<file path="src/rtl/anchor_pll_supervisor_if.sv">
// -----------------------------------------------------------------------------
// anchor_pll_supervisor_if
//
// Purpose : Bundles the per-channel PLL status/control signals handled by
//           anchor_pll_supervisor so the supervisor and its environment share
//           one port.
//
// Signals : pll_lock     N_PLL    raw PLL LOCKED outputs (asynchronous to clk)
//           pll_rst      N_PLL    PLL RST drives, active-high
//           clk_ce       N_PLL    BUFGCE CE drives, active-high
//           all_ready    1        registered AND of all clk_ce
//           loss_cnt     8*N_PLL  saturating lock-loss counters, ch i at [8i+7:8i]
//           timeout_flag N_PLL    sticky per-channel lock-timeout indicator
//
// Modports: master - the supervisor (reads lock, drives control/status)
//           slave  - the PLL/board side (drives lock, reads control/status)
// -----------------------------------------------------------------------------
interface anchor_pll_supervisor_if #(
    parameter int N_PLL = 2
);
    logic [N_PLL-1:0]   pll_lock;
    logic [N_PLL-1:0]   pll_rst;
    logic [N_PLL-1:0]   clk_ce;
    logic               all_ready;
    logic [8*N_PLL-1:0] loss_cnt;
    logic [N_PLL-1:0]   timeout_flag;

    modport master (
        input  pll_lock,
        output pll_rst,
        output clk_ce,
        output all_ready,
        output loss_cnt,
        output timeout_flag
    );

    modport slave (
        output pll_lock,
        input  pll_rst,
        input  clk_ce,
        input  all_ready,
        input  loss_cnt,
        input  timeout_flag
    );
endinterface

</file>
<file path="src/rtl/anchor_pll_supervisor.sv">
// -----------------------------------------------------------------------------
// anchor_pll_supervisor
//
// Purpose : Supervises N_PLL PLL channels of the anchor clocking tree from the
//           free-running board reference clock. Each channel's PLL is held in
//           reset for RST_CYCLES, its LOCKED output is synchronised and must
//           stay high for LOCK_CYCLES consecutive samples before the BUFGCE
//           enable is raised. Loss of lock while running disables the clock,
//           re-resets the PLL and bumps a saturating per-channel loss counter.
//
// Ports   : clk  - free-running supervisor clock (clk_25M domain)
//           rst  - asynchronous active-high reset
//           sup  - anchor_pll_supervisor_if.master (pll_lock in; pll_rst,
//                  clk_ce, all_ready, loss_cnt, timeout_flag out)
//
// Parameters:
//           N_PLL          channels supervised (1..8)
//           RST_CYCLES     PLL reset pulse length in clk cycles (>=1)
//           LOCK_CYCLES    consecutive lock-high samples to qualify (>=1)
//           TIMEOUT_CYCLES max cycles in WAIT before re-reset (>=LOCK_CYCLES+1)
//
// Build option:
//           ANCHOR_PLLSUP_TIMEOUT_EN - when defined, a channel stuck in WAIT
//           for TIMEOUT_CYCLES without qualifying lock is re-reset and its
//           sticky timeout_flag bit is set. When undefined, WAIT waits
//           indefinitely and timeout_flag is tied to 0.
// -----------------------------------------------------------------------------
module anchor_pll_supervisor #(
    parameter int N_PLL          = 2,
    parameter int RST_CYCLES     = 16,
    parameter int LOCK_CYCLES    = 1024,
    parameter int TIMEOUT_CYCLES = 65536
) (
    input  logic                    clk,
    input  logic                    rst,
    anchor_pll_supervisor_if.master sup
);

    // One counter width covers every interval a channel ever has to measure.
    localparam int MAX_RL     = (RST_CYCLES > LOCK_CYCLES) ? RST_CYCLES : LOCK_CYCLES;
    localparam int MAX_CYCLES = (MAX_RL > TIMEOUT_CYCLES) ? MAX_RL : TIMEOUT_CYCLES;
    localparam int CNT_W      = $clog2(MAX_CYCLES) + 1;

    localparam logic [CNT_W-1:0] CNT_ONE   = CNT_W'(1);
    localparam logic [CNT_W-1:0] RST_LAST  = CNT_W'(RST_CYCLES - 1);
    localparam logic [CNT_W-1:0] LOCK_LAST = CNT_W'(LOCK_CYCLES - 1);
`ifdef ANCHOR_PLLSUP_TIMEOUT_EN
    localparam logic [CNT_W-1:0] TMO_LAST  = CNT_W'(TIMEOUT_CYCLES - 1);
`endif

    typedef enum logic [1:0] {
        ST_RESET = 2'd0,
        ST_WAIT  = 2'd1,
        ST_RUN   = 2'd2
    } state_e;

    // Two-stage synchroniser for the asynchronous LOCKED inputs.
    logic [N_PLL-1:0] sync1_q,  sync1_d;
    logic [N_PLL-1:0] lock_s_q, lock_s_d;

    // Per-channel FSM state and its reset/lock interval counter.
    state_e           state_q [N_PLL];
    state_e           state_d [N_PLL];
    logic [CNT_W-1:0] cnt_q   [N_PLL];
    logic [CNT_W-1:0] cnt_d   [N_PLL];
    logic [7:0]       loss_q  [N_PLL];
    logic [7:0]       loss_d  [N_PLL];

    // Registered outputs.
    logic [N_PLL-1:0] pll_rst_q, pll_rst_d;
    logic [N_PLL-1:0] clk_ce_q,  clk_ce_d;
    logic             all_ready_q, all_ready_d;

`ifdef ANCHOR_PLLSUP_TIMEOUT_EN
    // Cycles spent in WAIT since entry, independent of lock glitches.
    logic [CNT_W-1:0] tcnt_q  [N_PLL];
    logic [CNT_W-1:0] tcnt_d  [N_PLL];
    logic [N_PLL-1:0] tmo_q, tmo_d;
`endif

    logic [8*N_PLL-1:0] loss_flat;

    // -------------------------------------------------------------------------
    // Next-state and output logic
    // -------------------------------------------------------------------------
    always_comb begin
        // NOTE: every variable gets a default before any branch so that no
        // path leaves it unassigned, which would infer a latch.
        sync1_d   = sup.pll_lock;
        lock_s_d  = sync1_q;
        state_d   = state_q;
        cnt_d     = cnt_q;
        loss_d    = loss_q;
        pll_rst_d = '0;
        clk_ce_d  = '0;
`ifdef ANCHOR_PLLSUP_TIMEOUT_EN
        tmo_d     = tmo_q;
        for (int i = 0; i < N_PLL; i++) begin
            tcnt_d[i] = '0;
        end
`endif

        for (int i = 0; i < N_PLL; i++) begin
            case (state_q[i])
                ST_RESET: begin
                    if (cnt_q[i] == RST_LAST) begin
                        state_d[i] = ST_WAIT;
                        cnt_d[i]   = '0;
                    end else begin
                        cnt_d[i]   = cnt_q[i] + CNT_ONE;
                    end
                end

                ST_WAIT: begin
                    // Counter tracks the current run of consecutive high
                    // samples; any low sample restarts qualification.
                    if (lock_s_q[i]) begin
                        if (cnt_q[i] == LOCK_LAST) begin
                            state_d[i] = ST_RUN;
                            cnt_d[i]   = '0;
                        end else begin
                            cnt_d[i]   = cnt_q[i] + CNT_ONE;
                        end
                    end else begin
                        cnt_d[i] = '0;
                    end
`ifdef ANCHOR_PLLSUP_TIMEOUT_EN
                    // Qualifying on the very last allowed cycle wins over
                    // the timeout.
                    if (state_d[i] == ST_WAIT) begin
                        if (tcnt_q[i] == TMO_LAST) begin
                            state_d[i] = ST_RESET;
                            cnt_d[i]   = '0;
                            tmo_d[i]   = 1'b1;
                        end else begin
                            tcnt_d[i]  = tcnt_q[i] + CNT_ONE;
                        end
                    end
`endif
                end

                ST_RUN: begin
                    if (!lock_s_q[i]) begin
                        state_d[i] = ST_RESET;
                        cnt_d[i]   = '0;
                        if (loss_q[i] != 8'hFF) begin
                            loss_d[i] = loss_q[i] + 8'd1;
                        end
                    end
                end

                default: begin
                    state_d[i] = ST_RESET;
                    cnt_d[i]   = '0;
                end
            endcase

            // Outputs are decoded from the next state so they change on the
            // same edge as the FSM, keeping them fully registered.
            pll_rst_d[i] = (state_d[i] == ST_RESET);
            clk_ce_d[i]  = (state_d[i] == ST_RUN);
        end

        all_ready_d = &clk_ce_q;
    end

    // -------------------------------------------------------------------------
    // State registers
    // -------------------------------------------------------------------------
    always_ff @(posedge clk or posedge rst) begin
        // NOTE: sequential state uses non-blocking assignments so every flop
        // samples pre-edge values regardless of statement order.
        if (rst) begin
            // NOTE: counters and status are all reset because rst must return
            // every output to its idle value without waiting for a clock edge.
            sync1_q     <= '0;
            lock_s_q    <= '0;
            pll_rst_q   <= '1;
            clk_ce_q    <= '0;
            all_ready_q <= 1'b0;
            for (int i = 0; i < N_PLL; i++) begin
                state_q[i] <= ST_RESET;
                cnt_q[i]   <= '0;
                loss_q[i]  <= '0;
            end
        end else begin
            sync1_q     <= sync1_d;
            lock_s_q    <= lock_s_d;
            pll_rst_q   <= pll_rst_d;
            clk_ce_q    <= clk_ce_d;
            all_ready_q <= all_ready_d;
            for (int i = 0; i < N_PLL; i++) begin
                state_q[i] <= state_d[i];
                cnt_q[i]   <= cnt_d[i];
                loss_q[i]  <= loss_d[i];
            end
        end
    end

`ifdef ANCHOR_PLLSUP_TIMEOUT_EN
    always_ff @(posedge clk or posedge rst) begin
        if (rst) begin
            tmo_q <= '0;
            for (int i = 0; i < N_PLL; i++) begin
                tcnt_q[i] <= '0;
            end
        end else begin
            tmo_q <= tmo_d;
            for (int i = 0; i < N_PLL; i++) begin
                tcnt_q[i] <= tcnt_d[i];
            end
        end
    end

    assign sup.timeout_flag = tmo_q;
`else
    assign sup.timeout_flag = '0;
`endif

    // -------------------------------------------------------------------------
    // Output mapping
    // -------------------------------------------------------------------------
    always_comb begin
        loss_flat = '0;
        for (int i = 0; i < N_PLL; i++) begin
            loss_flat[8*i +: 8] = loss_q[i];
        end
    end

    assign sup.pll_rst   = pll_rst_q;
    assign sup.clk_ce    = clk_ce_q;
    assign sup.all_ready = all_ready_q;
    assign sup.loss_cnt  = loss_flat;

endmodule

</file>
<file path="src/flat_wrapper.sv">
// flat-port wrapper written by rule: the top's interface ports become plain ports
module anchor_pll_supervisor_flat 
#(
    parameter int N_PLL          = 2,
    parameter int RST_CYCLES     = 16,
    parameter int LOCK_CYCLES    = 1024,
    parameter int TIMEOUT_CYCLES = 65536
)
  (clk, rst, sup_pll_lock, sup_pll_rst, sup_clk_ce, sup_all_ready, sup_loss_cnt, sup_timeout_flag);
  anchor_pll_supervisor_if #(.N_PLL(N_PLL)) sup_i ();
  input  logic clk;
  input  logic rst;
  input wire logic [$bits(sup_i.pll_lock)-1:0] sup_pll_lock;
  output wire logic [$bits(sup_i.pll_rst)-1:0] sup_pll_rst;
  output wire logic [$bits(sup_i.clk_ce)-1:0] sup_clk_ce;
  output wire logic [$bits(sup_i.all_ready)-1:0] sup_all_ready;
  output wire logic [$bits(sup_i.loss_cnt)-1:0] sup_loss_cnt;
  output wire logic [$bits(sup_i.timeout_flag)-1:0] sup_timeout_flag;
  assign sup_i.pll_lock = sup_pll_lock;
  assign sup_pll_rst = sup_i.pll_rst;
  assign sup_clk_ce = sup_i.clk_ce;
  assign sup_all_ready = sup_i.all_ready;
  assign sup_loss_cnt = sup_i.loss_cnt;
  assign sup_timeout_flag = sup_i.timeout_flag;
  anchor_pll_supervisor #(.N_PLL(N_PLL), .RST_CYCLES(RST_CYCLES), .LOCK_CYCLES(LOCK_CYCLES), .TIMEOUT_CYCLES(TIMEOUT_CYCLES)) u_core (.clk(clk), .rst(rst), .sup(sup_i));
endmodule
</file>
<file path="config.mk">
export PLATFORM = sky130hd
export DESIGN_NAME = anchor_pll_supervisor_flat
export DESIGN_NICKNAME = d
export VERILOG_FILES = /design/src/rtl/anchor_pll_supervisor_if.sv /design/src/rtl/anchor_pll_supervisor.sv /design/src/flat_wrapper.sv
export SDC_FILE = /design/constraint.sdc
export NUM_CORES = 1
export LEC_CHECK = 0
export BUFFER_PORTS_ARGS = -buffer_cell sky130_fd_sc_hd__buf_2
export CAP_MARGIN = 20
export CORE_UTILIZATION = 59
export CTS_CLUSTER_DIAMETER = 100
export DETAILED_ROUTE_END_ITERATION = 8
export PLACE_DENSITY_LB_ADDON = 0.08
export SYNTH_ARGS = -nofsm -noshare
export SYNTH_HDL_FRONTEND = slang
export SYNTH_SLANG_ARGS = --single-unit
</file>
<file path="constraint.sdc">
create_clock -name clk -period 3.2 [get_ports clk]
set_input_delay 0.96 -clock clk [delete_from_list [all_inputs] [get_ports clk]]
set_output_delay 0.96 -clock clk [all_outputs]
set_load 0.02 [all_outputs]
</file>
==> run summary, run 1 <==
status - complete, no violations
Simple-Gate Fraction of Synth Area - 22.5%
DR vias/cell - 5.91
vias in the first global route - 2432
die width - 76.7 um
Placed Area - 3410 um2
core area - 5240 um2
root buf cell - clkbuf_8
placed insts - 408
CP required - 3.41 ns
kind of critical path - reg -> reg
overall power - 1.48 mW
Critical Path, Cell by Cell - nor4_1 -> nand4_1 -> o21ai_1 -> and2_1 -> o21ai_0
Commonest cells post-synth - 61 x dfrtp_1, 43 x nand2_1, 22 x xnor2_1
max-cap check violation count - 0
drc violations - 0
number of antenna violations at the first check in global routing - 0
share of cells above drive strength 1 - 19.2%
asr flop ratio synth - 100%
#FFs+latches synth - 63
final WL - 6.40 mm
crit path DAT - 2.59 ns
adder-cell share of the synthesized area - 1.52%
sequential share of the synthesized area - 48.0%
critical path capture point type - flip-flop
Ports - 27
total CTS buffers - 9
CP startpoint - u_core.cnt_q[13]
CP max stage cell - o21ai_1
final RePlAce weighted congestion - 0.811
crit share post-route - 74.4%
critical path fanouts, max - 13
Worst-path clk slew - 0.07 ns
crit path time final - 2.38 ns
Static Leakage - 1.64 nW
largest net degree at the start of global routing - 34
TritonCTS clock tree - done
Synth Instances - 325
Initial Utilization - 62.8%
delay-heaviest family, CP - simple AND/OR/NAND/NOR gates
post-route ant nets - 0
Final Hold Viols - 0
setup repair after global routing missed its margin - false
Synth Flop Type - dfrtp_1
Reg area - 1580 um2
Max VDD drop - 0.299 mV
post-synthesis mux area share - 1.60%
sum of buffers and inverters on the critical path - 0
H-tree Lvls - 3
critical path startpoint category - flip-flop
worst r2r src - u_core.cnt_q[13]
Fin Setup TNS - 0 ns
nets@finish - 357
synthesized cell area - 3290 um2
vias post-DR - 2507
Synth Area in Compound Gates - 14.6%
hold_ws - 0.349 ns
Row Count - 26
footprint of the multi-input gates - 1590 um2
worst skew pair latency - 0.34 ns
XOR/XNOR share of the synthesized area - 7.72%
Post-synth EDFFs - 0
diode count - 0
combinational family with the most area after synthesis - simple AND/OR/NAND/NOR gates
Yosys Warn Count - 0
Mapped Avg Cell Area - 10.1 um2
FILL cells - 419
Setup Skew - 0.00654 ns
die height - 76.7 um
number of DRC markers in iteration 0 - 167
global-route wire length before repair - 11.1 mm
fmax - 420 MHz
Finished Cell Area - 3590 um2
post-synth top area share - 46.4%
top post-synthesis cells by area - dfrtp_1 46%, xnor2_1 5.9%, nand2_1 4.9%
gr usage total - 24.3%
# hold bufs at CTS - 0
Clock Sinks - 63
first-pass detailed-route iteration total - 4
Non-Filler Instances - 424
final count of negative-setup-slack endpoints - 0
Port Buffers - 24
count leader, synth - dfrtp_1
total grt overflow - 0
setup bufs post-CTS - 0
Clock Tree Buf Depth - 2
HP Class - reg -> reg
CTS resizes - 0
Power Density - 413 nW/um2
hold_sp - u_core.lock_s_d[0]
slew margin rel. - 40.2%
Layout area overhead - 9.09%
WL per Instance - 15.1 um
post-synth cell types - 63
Slew Limit Fails - 0
die area - 5880 um2
critical path's largest stage delay - 0.71 ns
area leader, netlist - dfrtp_1
Least-Margin Pin Slew - 0.894 ns
hpwl dp - 4.34 mm
==> power breakdown <==
part           switching [mW]  total [mW]  internal (mW)
clock network           0.316       0.617          0.300
registers              0.0105       0.815          0.805
logic                  0.0339      0.0493         0.0154
==> cells in the final DEF (no fill, tap or decap), drive strengths merged, types with 7 or more instances in the layout <==
master and count:
xor2 7, nand3 15, clkbuf 11, a21oi 16, dfrtp 61, xnor2 22, and3 8, o21ai 11
nand4 7, nor3 10, nand2 43, buf 27, nor2 20
==> per-layer routing <==
layer  track usage [%]  part of all wire (%)  vias to the layer above
li1                  -                     -                     1204
met1              34.1                    47                     1236
met2              35.4                    46                       61
met3              6.90                   5.3                        6
met4              10.0                   1.1                        0
met5                 0                     0                        -
==> registers in the layout, indices dropped and copies added, names as in the netlist <==
signal and cells:
u_core.cnt_q 34, u_core.lock_s_d 2, u_core.lock_s_q 2, u_core.state_q 4
u_core.sup.all_ready 1, u_core.sup.clk_ce 2, u_core.sup.loss_cnt 16, u_core.sup.pll_rst 2
==> layout make-up <==
type                    count  area share (%)
clock buffers              11            3.94
clock inverters             5           0.941
inverters                   5           0.523
multi-input cells         243            44.2
flip-flops and latches     63            44.0
well taps                  70            2.44
repair buffers             27            3.97
==> worst paths after layout <==
check	slack, ns	cells past startpoint	to
worst max-delay path	0.82	5	u_core.cnt_q[13]
worst min-delay path	0.35	0	u_core.lock_s_q[0]
worst max register to register	0.82	5	u_core.cnt_q[13]
worst min register to register	0.35	0	u_core.lock_s_q[0]
max in group asynchronous	1.72	3	u_core.sup.pll_rst[1]
min in group asynchronous	0.72	2	u_core.lock_s_d[0]
==> cells by family after synthesis <==
logic type                 Yosys count
AOI/OAI and AO/OA                   64
xor gates and xnor gates            29
adders and majority gates            4
buffers and inverters               20
DFF                                 63
muxes                                5
other                                1
and+or+nand+nor                    139
==> stage by stage <==
step	setup slack (ns)	util, %
global route	0.514	68.5
floorplan	0.674	-
global placement	0.975	65.2
finish	0.820	68.5
detailed placement	0.823	65.2
CTS	0.815	68.5
No activity file was read; power rests on OpenSTA's default activity.
==> run 2, diff against run 1 <==
Settings changed: ABC_AREA set to 1, CORE_UTILIZATION 59 to 60.
Clock period 3.2 ns to 2.4 ns, I/O delays scaled along.
==> run 2 against run 1 <==
Effect of this change: clock power grew 62%; routed wire length grew 6.6%; first-iteration DRC count shrank 11%; largest cell class unchanged; non-clock buffer count shrank 1; clock-buffer cell count grew 3; die area grew 6.2%; sequential power grew 33%; synthesized cell count grew 44%; sequential share of layout area shrank 4.3 points; area after synthesis grew 8.1%; critical path type is now reg -> out; via count grew 18%; flip-flop and latch count is the same.
==> run summary, run 2 <==
Simple-Gate Fraction of Synth Area - 35.1% (+13 points)
crit share post-route - 72.1%
Commonest cells post-synth - 129 x nand2_1, 71 x nor2_1, 70 x inv_1
Reg area - 1580 um2 (unchanged)
Static Leakage - 2.19 nW (+34%)
max-cap check violation count - 0 (unchanged)
count leader, synth - nand2_1
Finished Cell Area - 3980 um2 (+11%)
delay-heaviest family, CP - flip-flops
largest net degree at the start of global routing - 46 (+35%)
FILL cells - 458 (+9.3%)
Placed Area - 3760 um2 (+10%)
Layout area overhead - 11.9%
Yosys Warn Count - 0 (unchanged)
CTS resizes - 0 (unchanged)
combinational family with the most area after synthesis - simple AND/OR/NAND/NOR gates
HP Class - reg -> reg
GR Util met2 - 41.7% (+6.3 points)
vias post-DR - 2964 (+18%)
H-tree Lvls - 3 (unchanged)
kind of critical path - reg -> out
critical path capture point type - output pin
layer with the highest usage - met2
post-synth top area share - 42.9% (-3.5 points)
hpwl dp - 4.89 mm (+13%)
setup repair after global routing missed its margin - false
synthesized cell area - 3560 um2 (+8.1%)
CP required - 1.68 ns (-1.73 ns)
Clock Power Share - 46.4% (+4.8 points)
Row Count - 27 (+3.8%)
adder-cell share of the synthesized area - 1.41% (-0.11 points)
Post-synth EDFFs - 0 (unchanged)
final count of negative-setup-slack endpoints - 0 (unchanged)
most frequent cells in the layout - 129 x nand2_1, 71 x nor2_1, 69 x inv_1
CP startpoint - u_core.sup.pll_rst[0]
final WL - 6.82 mm (+6.6%)
Critical Path, Cell by Cell - buf_2
post-synthesis mux area share - 0% (-1.6 points)
worst skew pair latency - 0.34 ns (about the same)
#FFs+latches synth - 63 (unchanged)
Initial Utilization - 63.5% (+0.63 points)
Seq pwr share - 50.4% (-4.6 points)
Setup Skew - 0.00933 ns (+0.00280 ns)
Clock Tree Buf Depth - 2 (unchanged)
Non-Filler Instances - 579 (+37%)
max reg flops - 34 (unchanged)
nets@finish - 510 (+43%)
area leader, netlist - dfrtp_1
# hold bufs at CTS - 0 (unchanged)
P_sw - 0.463 mW (+28%)
Clock Sinks - 63 (unchanged)
worst r2r src - u_core.state_q[2]
setup slack on the worst flop-to-flop path - 0.74 ns (-0.08 ns)
asr flop ratio synth - 100% (unchanged)
die height - 79.0 um (+3.0%)
critical path fanouts, max - 1 (-12)
Comb pwr share - 3.2% (about the same)
Max VDD drop - 0.329 mV (+9.9%)
slew margin rel. - 56.4% (+16 points)
final RePlAce weighted congestion - 0.863 (+6.4%)
critical path's largest stage delay - 0.52 ns (-0.19 ns)
WL per Instance - 11.8 um (-22%)
root buf cell - clkbuf_8
Final Hold Viols - 0 (unchanged)
first-pass detailed-route iteration total - 5 (+1)
post-synth cell types - 31 (-51%)
Ports - 27 (unchanged)
drc violations - 0 (unchanged)
CP max stage cell - dfstp_2
XOR/XNOR share of the synthesized area - 6.15% (-1.6 points)
met1 Use GR - 28.5% (-5.6 points)
vias in the first global route - 2761 (+14%)
crit path time final - 1.73 ns
GR Util met3 - 3.91% (-3.0 points)
crit path DAT - 1.01 ns (-1.58 ns)
Port Buffers - 24 (unchanged)
Mapped Avg Cell Area - 7.59 um2 (-25%)
sequential share of the synthesized area - 44.4% (-3.6 points)
Least-Margin Pin Slew - 0.652 ns (-0.241 ns)
Fin Setup TNS - 0 ns (unchanged)
total grt overflow - 0 (unchanged)
number of DRC markers in iteration 0 - 148 (-11%)
fmax - 578 MHz
Reg2Reg Depth - 7 (+2)
number of antenna violations at the first check in global routing - 0 (unchanged)
Power Density - 539 nW/um2 (+31%)
Sw Share - 21.5% (-2.8 points)
Worst-path clk slew - 0.07 ns (about the same)
commonest non-fill, non-tap cell in the layout - nand2_1
Synth Area in Compound Gates - 4.08% (-11 points)
placed insts - 563 (+38%)
status - complete, no violations
Internal Power - 1.69 mW (+50%)
sum of buffers and inverters on the critical path - 1 (+1)
diode count - 0 (unchanged)
worst r2r dst - u_core.cnt_q[26]
core area - 5610 um2 (+7.1%)
gr usage total - 24.0% (-0.37 points)
Slew Limit Fails - 0 (unchanged)
Top reg by flops - u_core.cnt_q
setup bufs post-CTS - 0 (unchanged)
cell count along the critical path - 1 (-4)
CP endpoint - sup_pll_rst[0]
total CTS buffers - 9 (unchanged)
post-route ant nets - 0 (unchanged)
Synth Instances - 469 (+44%)
Synth Flop Type - dfrtp_1
die area - 6240 um2 (+6.2%)
critical path startpoint category - flip-flop
footprint of the multi-input gates - 1670 um2 (+5.3%)
global-route wire length before repair - 11.6 mm (+4.5%)
die width - 79.0 um (+3.0%)
DR vias/cell - 5.12 (-13%)
share of cells above drive strength 1 - 14.8% (-4.4 points)
top post-synthesis cells by area - dfrtp_1 43%, nand2_1 14%, nor2_1 7.5%
TritonCTS clock tree - done
run 2: cell types whose count changed after synthesis, moves of 8 or more:
cell	previous run	this run
nand2_1	43	129
inv_1	5	70
nor2_1	20	71
a21oi_1	16	2
xnor2_1	22	8
xor2_1	7	17
nand2_2	0	8
run 2: kinds of logic (layout without fill, tap and decap cells):
group                      count (synthesis)  in the layout
AOI/OAI and AO/OA                         26             26
xor gates and xnor gates                  25             25
adders and majority gates                  4              4
buffers and inverters                     78            115
DFF                                       63             63
other                                      1              2
and+or+nand+nor                          272            272
run 2: final cells by class:
cell class                      instances  area share (%)
Clock buffer                           14            4.59
Clock inverter                          2           0.943
Inverter                               73            6.91
Multi-Input combinational cell        329            41.9
Sequential cell                        63            39.6
Tap cell                               72            2.26
Timing Repair Buffer                   26            3.71
run 2: metal layers:
layer | vias up | routed length, um
met5 | - | 0
met1 | 1389 | 3080
li1 | 1511 | -
met3 | 12 | 219
met4 | 0 | 119
met2 | 52 | 3400
run 2: stage by stage:
stage                     hold slack [ns]  worst slack [ns]  utilization (%)  power, mW
after floorplan                     0.331             0.114                -       1.15
after global placement              0.333             0.780             67.1       1.17
after detailed placement            0.336             0.743             67.1       1.17
after CTS                           0.351             0.650             71.0       2.17
after global routing                0.359             0.467             71.0       2.21
final                               0.349             0.669             71.0       2.15
run 2: how the worst min path moves through the flow:
| stage | start | end | slack (ns) | cells after the start |
|---|---|---|---|---|
| 5_1_grt | u_core.lock_s_d[1] | u_core.lock_s_q[1] | 0.36 | 0 |
| 6_report | u_core.lock_s_d[0] | u_core.lock_s_q[0] | 0.35 | 0 |
| 3_5_place_dp | u_core.lock_s_d[0] | u_core.lock_s_q[0] | 0.34 | 0 |
| 4_1_cts | u_core.lock_s_d[0] | u_core.lock_s_q[0] | 0.35 | 0 |
| 3_3_place_gp | u_core.lock_s_d[1] | u_core.lock_s_q[1] | 0.33 | 0 |
| 2_1_floorplan | u_core.lock_s_d[0] | u_core.lock_s_q[0] | 0.33 | 0 |
run 2: power by group through the flow:
stage / Clock, mW / Combinational, mW / Sequential (mW)
after global routing: 1.05 / 0.0793 / 1.08
after CTS: 1.02 / 0.0703 / 1.08
after detailed placement: 0 / 0.0700 / 1.10
after global placement: 0 / 0.0684 / 1.10
final: 0.997 / 0.0678 / 1.08
after floorplan: 0 / 0.0515 / 1.10
==> run 3, diff against run 2 <==
Clock period 2.4 ns to 1.8 ns, I/O delays scaled along.
==> run 3 against run 2 <==
Effect of this change: global-route usage up 0.83 points; first-iteration DRC count shrank 18%; clock skew shrank 0.00051 ns; non-clock buffer count rose by 2; setup slack got worse by 0.51 ns; sequential power up 33%; clock-buffer cell count is 1 lower; power grew 34%; critical endpoint is now u_core.sup.loss_cnt[4]; register-to-register slack got worse by 0.58 ns; critical path depth up 7; flip-flop and latch count is the same; core utilization increased by 0.49 points.
==> run summary, run 3 (synthesis results as in run 2) <==
max-cap check violation count - 0 (unchanged)
Ports - 27 (unchanged)
Max VDD drop - 0.598 mV (+82%)
global-route wire length before repair - 12.0 mm (+3.3%)
WL per Instance - 12.1 um (+2.8%)
number of DRC markers in iteration 0 - 122 (-18%)
root buf cell - clkbuf_8
drc violations - 0 (unchanged)
share of cells above drive strength 1 - 14.7% (-0.058 points)
final RePlAce weighted congestion - 0.906 (+4.9%)
total grt overflow - 0 (unchanged)
cell count along the critical path - 8 (+7)
fmax - 611 MHz
Power Density - 720 nW/um2 (+34%)
worst skew pair latency - 0.34 ns (about the same)
Slew Limit Fails - 0 (unchanged)
total CTS buffers - 9 (unchanged)
Critical Path, Cell by Cell - ha_1 -> inv_1 -> nor2_1 -> nand2_1 -> nand2_1 -> nor2_1 -> nand3_1 -> xor2_1
vias post-DR - 2992 (+0.94%)
dpl ws - 0.192 ns (-0.552 ns)
die area - 6240 um2 (unchanged)
Clock Tree Buf Depth - 2 (unchanged)
kind of critical path - reg -> reg
die width - 79.0 um (unchanged)
Setup Skew - 0.00882 ns (-0.000509 ns)
crit path DAT - 1.86 ns (+0.85 ns)
number of antenna violations at the first check in global routing - 0 (unchanged)
nets@finish - 512 (+0.39%)
first-pass detailed-route iteration total - 4 (-1)
commonest non-fill, non-tap cell in the layout - nand2_1
critical path fanouts, max - 7 (+6)
Comb pwr share - 3.4% (+0.2 points)
Static Leakage - 2.20 nW (+0.20%)
largest net degree at the start of global routing - 27 (-41%)
Seq pwr share - 50.0% (-0.4 points)
most frequent cells in the layout - 129 x nand2_1, 71 x nor2_1, 69 x inv_1
CP required - 2.02 ns (+0.34 ns)
TritonCTS clock tree - done
vias in the first global route - 2900 (+5.0%)
critical path capture point type - flip-flop
gr usage total - 24.8% (+0.83 points)
DR vias/cell - 5.15 (+0.60%)
P_sw - 0.609 mW (+32%)
final count of negative-setup-slack endpoints - 0 (unchanged)
critical path's largest stage delay - 0.41 ns (-0.11 ns)
delay-heaviest family, CP - simple AND/OR/NAND/NOR gates
Top reg by flops - u_core.cnt_q
Clock Power Share - 46.6% (+0.2 points)
HP Class - in -> async
Final Hold Viols - 0 (unchanged)
post-route ant nets - 0 (unchanged)
# hold bufs at CTS - 0 (unchanged)
FILL cells - 475 (+3.7%)
Sw Share - 21.1% (-0.47 points)
die height - 79.0 um (unchanged)
Layout area overhead - 12.7%
post-route setup slack - 0.163 ns (-0.506 ns)
Internal Power - 2.28 mW (+35%)
Port Buffers - 24 (unchanged)
max reg flops - 34 (unchanged)
crit path time final - 1.64 ns
Fin Setup TNS - 0 ns (unchanged)
Worst-path clk slew - 0.07 ns (about the same)
status - complete, no violations
setup bufs post-CTS - 0 (unchanged)
sum of buffers and inverters on the critical path - 1 (unchanged)
Initial Utilization - 63.5% (unchanged)
Reg2Reg Depth - 8 (+1)
core area - 5610 um2 (unchanged)
CP max stage cell - dfrtp_1
Clock Sinks - 63 (unchanged)
Row Count - 27 (unchanged)
H-tree Lvls - 3 (unchanged)
setup repair after global routing missed its margin - false
hpwl dp - 5.22 mm (+6.8%)
CTS resizes - 0 (unchanged)
critical path startpoint category - flip-flop
diode count - 0 (unchanged)
final WL - 7.03 mm (+3.1%)
crit share post-route - 90.9%
run 3: final timing paths:
| check | from | endpoint | slack [ns] |
|---|---|---|---|
| max | u_core.sup.loss_cnt[0] | u_core.sup.loss_cnt[4] | 0.16 |
| min | rst | u_core.sup.loss_cnt[9] | 0.21 |
| max reg2reg | u_core.sup.loss_cnt[0] | u_core.sup.loss_cnt[4] | 0.16 |
| min reg2reg | u_core.lock_s_d[1] | u_core.lock_s_q[1] | 0.34 |
| max in group asynchronous | rst | u_core.sup.pll_rst[0] | 1.06 |
| min in group clk | sup_pll_lock[0] | u_core.lock_s_d[0] | 0.31 |
run 3: final cells by class:
class                      instances  area (um2)  area share [%]
clock inverter                     3        67.6            1.68
inverter                          73         279            6.96
sequential                        63        1580            39.4
tap                               72        90.1            2.25
timing repair buffer              28         175            4.37
clock buffer                      13         149            3.71
multi-input combinational        329        1670            41.7
run 3: power by group through the flow:
stage	clock network, mW	logic [mW]	registers (mW)
2_1_floorplan	0	0.0692	1.47
3_3_place_gp	0	0.0956	1.47
3_5_place_dp	0	0.0985	1.47
4_1_cts	1.37	0.0995	1.44
5_1_grt	1.43	0.111	1.45
6_report	1.35	0.0968	1.44
run 3: metal layers:
layer	wire, um	GRT usage [%]	vias to the layer above	share of wire, %
met5	0	0	-	0
met4	82	9.82	0	1.2
met3	245	4.94	14	3.5
met2	3580	43.4	63	51
met1	3120	29.8	1404	44
li1	-	-	1511	-
run 3: per-stage QoR:
| stage | cell area, um2 | hold WS, ns | power, mW | instances | util (%) |
|---|---|---|---|---|---|
| 4_1_cts | 4010 | 0.213 | 2.91 | 581 | 71.5 |
| 6_report | 4010 | 0.206 | 2.89 | 581 | 71.5 |
| 3_5_place_dp | 3790 | 0.336 | 1.57 | 565 | 67.6 |
| 3_3_place_gp | 3790 | 0.336 | 1.57 | 565 | 67.6 |
| 5_1_grt | 4010 | 0.229 | 2.98 | 581 | 71.5 |
| 2_1_floorplan | 3570 | 0.331 | 1.54 | 470 | - |
